### config.mk
export PLATFORM = sky130hd
export DESIGN_NAME = fetch_unit
export DESIGN_NICKNAME = d
export VERILOG_FILES = /design/src/rtl/lanzones_pkg.sv /design/src/rtl/fetch_fifo.sv /design/src/rtl/fetch_unit.sv
export SDC_FILE = /design/constraint.sdc
export NUM_CORES = 1
export LEC_CHECK = 0
export ABC_AREA = 1
export CAP_MARGIN = 15
export CORE_ASPECT_RATIO = 0.6
export CORE_MARGIN = 5
export CORE_UTILIZATION = 50
export DETAILED_ROUTE_END_ITERATION = 16
export PLACE_DENSITY = 0.77
export SYNTH_ARGS = -nofsm -noshare
export SYNTH_HDL_FRONTEND = slang
export SYNTH_SLANG_ARGS = --single-unit
### constraint.sdc
create_clock -name clk -period 5.2 [get_ports clk]
set_clock_uncertainty 0.05 [all_clocks]
set_input_delay 1.04 -clock clk [delete_from_list [all_inputs] [get_ports clk]]
set_output_delay 1.04 -clock clk [all_outputs]
set_load 0.02 [all_outputs]
### src/rtl/lanzones_pkg.sv
// Shared types for the lanzones fetch path: FSM states, decode-buffer entry and reset defaults.
package lanzones_pkg;

    localparam int XLEN = 32;
    localparam logic [XLEN-1:0] RESET_PC_DEFAULT = 32'h0000_0000;

    typedef enum logic [1:0] {
        IDLE,
        REQ,
        ISSUE_GAP
    } fetch_state_t;

    typedef struct packed {
        logic [XLEN-1:0] pc;
        logic [XLEN-1:0] instr;
    } fetch_entry_t;

endpackage

### src/rtl/fetch_fifo.sv
// Synchronous FIFO of fetch entries feeding decode; flush wins over push and pop in the same cycle.
module fetch_fifo
    import lanzones_pkg::*;
#(
    parameter int DEPTH = 2
) (
    input  logic                   clk,
    input  logic                   rstn,
    input  logic                   push_i,
    input  fetch_entry_t           pushData_i,
    input  logic                   pop_i,
    input  logic                   flush_i,
    output logic [$clog2(DEPTH):0] count_o,
    output fetch_entry_t           head_o
);
    localparam int PW = $clog2(DEPTH);
    localparam int CW = PW + 1;

    fetch_entry_t  mem_q [DEPTH];
    logic [PW-1:0] wrPtr_q;
    logic [PW-1:0] rdPtr_q;
    logic [CW-1:0] count_q;
    logic          empty;
    logic          full;
    logic          doPush;
    logic          doPop;

    assign empty  = (count_q == '0);
    assign full   = (count_q == CW'(DEPTH));
    assign doPop  = pop_i && !empty && !flush_i;
    // A pop in the same cycle makes room, so a full buffer can still accept a push.
    assign doPush = push_i && !flush_i && (!full || doPop);

    always_ff @(posedge clk or negedge rstn) begin
        if (!rstn) begin
            wrPtr_q <= '0;
            rdPtr_q <= '0;
            count_q <= '0;
        end else if (flush_i) begin
            wrPtr_q <= '0;
            rdPtr_q <= '0;
            count_q <= '0;
        end else begin
            if (doPush) begin
                wrPtr_q <= wrPtr_q + PW'(1);
            end
            if (doPop) begin
                rdPtr_q <= rdPtr_q + PW'(1);
            end
            count_q <= count_q + CW'(doPush) - CW'(doPop);
        end
    end

    always_ff @(posedge clk) begin
        if (doPush) begin
            mem_q[wrPtr_q] <= pushData_i;
        end
    end

    assign count_o = count_q;
    assign head_o  = mem_q[rdPtr_q];

endmodule

### src/rtl/fetch_unit.sv
// Instruction-fetch initiator: PC sequencing, single outstanding read, buffered hand-off to decode.
// Optional FETCH_ALIGN_CHK_EN: a misaligned redirect sets sticky FErr and halts all further issue.
module fetch_unit
    import lanzones_pkg::*;
#(
    parameter logic [XLEN-1:0] RESET_PC   = RESET_PC_DEFAULT,
    parameter int              FIFO_DEPTH = 2
) (
    input  logic            clk,
    input  logic            rstn,
    input  logic            LEn,
    output logic            RRdy,
    output logic [XLEN-1:0] RAddr,
    input  logic            RVld,
    input  logic [XLEN-1:0] RData,
    input  logic            RedirVld,
    input  logic [XLEN-1:0] RedirPc,
    output logic            IVld,
    input  logic            IRdy,
    output logic [XLEN-1:0] IPc,
    output logic [XLEN-1:0] IData,
    output logic            FErr
);
    localparam int CW = $clog2(FIFO_DEPTH) + 1;

    fetch_state_t    state_q;
    fetch_state_t    state_d;
    logic [XLEN-1:0] pc_q;
    logic [XLEN-1:0] pc_d;
    logic [XLEN-1:0] reqPc_q;
    logic [XLEN-1:0] reqPc_d;
    logic            discard_q;
    logic            discard_d;
    logic [XLEN-1:0] redirTarget;
    logic            push;
    logic            pop;
    logic            halt;
    logic            issueOk;
    logic            fifoFull;
    logic [CW-1:0]   fifoCount;
    fetch_entry_t    pushEntry;
    fetch_entry_t    head;

    assign redirTarget = RedirPc & 32'hFFFF_FFFC;
    assign pop         = IVld && IRdy;
    assign fifoFull    = (fifoCount == CW'(FIFO_DEPTH));
    assign issueOk     = LEn && !halt && (!fifoFull || pop);
    assign pushEntry   = {reqPc_q, RData};

`ifdef FETCH_ALIGN_CHK_EN
    logic ferr_q;
    logic ferr_d;

    assign ferr_d = ferr_q || (RedirVld && (RedirPc[1:0] != 2'b00));

    always_ff @(posedge clk or negedge rstn) begin
        if (!rstn) begin
            ferr_q <= 1'b0;
        end else begin
            ferr_q <= ferr_d;
        end
    end

    assign halt = ferr_q;
    assign FErr = ferr_q;
`else
    assign halt = 1'b0;
    assign FErr = 1'b0;
`endif

    always_ff @(posedge clk or negedge rstn) begin
        if (!rstn) begin
            state_q <= IDLE;
        end else begin
            state_q <= state_d;
        end
    end

    always_ff @(posedge clk or negedge rstn) begin
        if (!rstn) begin
            pc_q      <= RESET_PC;
            reqPc_q   <= '0;
            discard_q <= 1'b0;
        end else begin
            pc_q      <= pc_d;
            reqPc_q   <= reqPc_d;
            discard_q <= discard_d;
        end
    end

    // A redirect outside REQ blocks issue for that cycle so the next request uses the new PC.
    always_comb begin
        state_d   = state_q;
        pc_d      = pc_q;
        reqPc_d   = reqPc_q;
        discard_d = discard_q;
        push      = 1'b0;
        case (state_q)
            IDLE, ISSUE_GAP: begin
                if (RedirVld) begin
                    pc_d    = redirTarget;
                    state_d = IDLE;
                end else if (issueOk) begin
                    reqPc_d = pc_q;
                    state_d = REQ;
                end else begin
                    state_d = IDLE;
                end
            end
            REQ: begin
                if (RVld) begin
                    state_d   = ISSUE_GAP;
                    discard_d = 1'b0;
                    if (RedirVld) begin
                        pc_d = redirTarget;
                    end else if (!discard_q) begin
                        push = 1'b1;
                        pc_d = pc_q + 32'd4;
                    end
                end else if (RedirVld) begin
                    discard_d = 1'b1;
                    pc_d      = redirTarget;
                end
            end
            default: begin
                state_d = IDLE;
            end
        endcase
    end

    always_comb begin
        RRdy  = (state_q == REQ);
        RAddr = {2'b00, reqPc_q[XLEN-1:2]};
    end

    fetch_fifo #(
        .DEPTH(FIFO_DEPTH)
    ) uFifo (
        .clk       (clk),
        .rstn      (rstn),
        .push_i    (push),
        .pushData_i(pushEntry),
        .pop_i     (pop),
        .flush_i   (RedirVld),
        .count_o   (fifoCount),
        .head_o    (head)
    );

    assign IVld  = (fifoCount != '0);
    assign IPc   = IVld ? head.pc : '0;
    assign IData = IVld ? head.instr : '0;

endmodule
==> results.cfg <==
[detailed_routing]
wl_per_cell_um = 16.66
initialDrtViolationCount = 578
vias = 6733
routed_antenna_nets = 0
wirelength_um = 21490
viasPerCell = 5.219
detail_route.first_pass.iterations = 5
remaining_routing_drc_violations = 0

[yosys]
synth_area_um2 = 8910
netlist_cell_types = 36
ys.warnings.count = 0
yosys-top-cells-area = edfxtp_1 43%, dfrtp_1 20%, nand2_1 13%, a21oi_1 4.2%, o21ai_0 4.0%
ys_ff_latch = 199
synth_top_cell_area_share = 0.4314
synth.avg_cell_area_um2 = 9.664
synth-edff-count = 128
yosysMostFrequentCell = nand2_1
post_synth_inst_count = 922
synth_commonest_cells = 299 x nand2_1, 128 x edfxtp_1, 75 x a21oi_1, 71 x dfrtp_1, 71 x o21ai_0
ys_seq_area_frac = 0.6308
yosys.area.top_type = edfxtp_1
ys_async_sr_fraction = 0.3568
ys.flop_type = edfxtp_1

[clock_tree]
tritoncts = yes
clk_pin_slew_worst_paths_ps = 70
cts-buffers-inserted = 17
cts_buffer_depth = 2
hold_buffers = 0
cts_root_buffer = clkbuf_16
postCtsSetupRepairBufs = 0
cts.htree.levels = 4
clkLatencyLatePin_ps = 430
cts_num_sinks = 199
cts_resized = 0

[global_routing]
number_of_antenna_violations_at_the_first_check_in_global_routing = 0
grt_pass1_vias = 6230
pin_count_of_the_biggest_net_entering_global_routing = 67
grt_first_pass_wirelength_um = 33460
globalRoute.totalOverflow = 0
grt_util_all_layers = 0.2060

[placement]
detailed_place.area_um2 = 10510
numPortBuffers = 163
place.gp.congestion = 0.9391
pre_cts_slack_ps = 1651
detailed_place_hpwl_um = 14460
numPlacedInstances = 1257

[sta]
period_share = 0.6742
worst_slew_margin_rel = 0.2974
final.min_clock_period_ps = 3506
post_route_setup_tns_ps = 0
timing.final.setup_violations = 0
report.final.slew_viol_count = 0
timing.final.hold_violations = 0
hold_ws_ps = 431.0
fmax_mhz = 285.3
rsz0062_at_grt = no
worst_slew_pin_slew_ps = 1054
setup_slack_ps = 1694

[die]
die-area_um2 = 20680
num_io_pins = 169
die_h_um = 113.4
core_area_um2 = 17310
floorplan.initialDensity = 0.5146
rows = 37
die_w_um = 182.3

[pwr]
ir_drop_mv = 0.2265
fin_total_pwr_mw = 4.131
pleak_nw = 4.361
power.density_cell_area_nw_per_um2 = 370.0

[layout]
finish.utilization = 0.6448
layoutNonFillerInstCount = 1290
postLayoutCellArea_um2 = 11160
diodes = 0
area_growth_syn_to_layout_pct = 25.31
fin_nets = 1116
drive_gt1_frac = 0.06818

[critical_path]
critPathMaxFanout = 64
setup.reg_to_reg.worst_slack_ps = 2760
path_delay_family = buffers and inverters
cp_num_buf_inv = 2
cpMaxStageDelayCell = clkdlybuf4s50_1
timing.critical_path.to_type = output port
timing.critical_path.cells = buf_4 -> nand2_1 -> a21oi_1 -> clkdlybuf4s50_1
worst-endpoint-required_ps = 4110
cp_data_arrival_time_ps = 2420
path_class = flip-flop to output port
max_stage_delay_ps = 650
critical_path.startpoint_type = flip-flop

[worst_hold_path]
min-delay-path-class = flip-flop to flip-flop

[run_status]
outcome = finished, final reports clean

[flow_run]
timing.max_cap.violations = 0
[layer usage]
metal | wire length, um | vias up | GRT usage | part of all wire
li1 | - | 3271 | - | -
met1 | 10080 | 3146 | 0.3099 | 0.47
met2 | 9299 | 298 | 0.3056 | 0.43
met3 | 1917 | 18 | 0.05131 | 0.089
met4 | 189 | 0 | 0.04598 | 0.0088
met5 | 0 | - | 0 | 0
[state kept, by name, indices dropped and copies added, names as in the netlist]
name	count
uFifo.mem_q	128
pc_q	32
reqPc_q	32
state_q	2
uFifo.count_o	2
discard_q	1
uFifo.rdPtr_q	1
uFifo.wrPtr_q	1
[kinds of logic after synthesis]
kind of cell | Yosys count | synth area share
other cells | 1 | 0.0004209
buf+inv | 136 | 0.07499
compound gates | 168 | 0.09746
mux | 3 | 0.003791
flops | 199 | 0.6308
simple gates | 410 | 0.1864
fa+ha+maj | 3 | 0.004213
xor+xnor | 2 | 0.001966
[final timing paths]
check,start,endpoint,depth (start not counted)
worst max-delay path,uFifo.rdPtr_q$_DFFE_PN0P_,IPc[18],4
worst min-delay path,reqPc_q[1]$_DFFE_PN0P_,uFifo.mem_q[0][33]$_DFFE_PP_,0
worst max register to register,state_q[1]$_DFFE_PN0P_,uFifo.mem_q[1][24]$_DFFE_PP_,8
worst min register to register,reqPc_q[1]$_DFFE_PN0P_,uFifo.mem_q[0][33]$_DFFE_PP_,0
max in group asynchronous,rstn,uFifo.rdPtr_q$_DFFE_PN0P_,2
min in group asynchronous,rstn,pc_q[25]$_DFFE_PN0P_,1
[final cells by class]
| cell class | instances | area (um2) |
|---|---|---|
| fill | 1384 | 6150 |
| sequential | 199 | 5622 |
| multi-input combinational | 589 | 2656 |
| timing repair buffer | 174 | 1722 |
| clock buffer | 17 | 425.4 |
| tap | 234 | 292.8 |
| inverter | 62 | 232.7 |
| clock inverter | 15 | 214.0 |
[placed cells by master, fill, tap and decap left out, types with 2 or more instances in the layout]
cell type / synthesis / final
nand3_2: 1 / 2
dfrtp_1: 71 / 70
clkdlybuf4s50_1: 0 / 162
o21ai_0: 71 / 71
nand4_1: 5 / 5
a21oi_1: 75 / 75
nor3_1: 4 / 4
ha_1: 3 / 3
mux2_2: 3 / 3
inv_1: 58 / 57
conb_1: 1 / 3
nor2_1: 55 / 52
inv_12: 0 / 2
nand2_2: 3 / 3
buf_4: 34 / 10
o211ai_1: 2 / 2
inv_2: 4 / 5
nand3_1: 31 / 30
nand3b_1: 2 / 2
nor2_2: 4 / 4
edfxtp_1: 128 / 128
nor2_4: 2 / 5
clkinv_8: 0 / 5
inv_8: 0 / 4
nand2_1: 299 / 299
o21ai_1: 16 / 16
clkbuf_16: 0 / 17
inv_6: 0 / 2
[report_power, final]
group          internal, mW  switching, mW  total [mW]
registers              1.85          0.137        1.98
clock network         0.710          0.669        1.38
logic                 0.317          0.453       0.770
(Power assumes the default switching activity.)
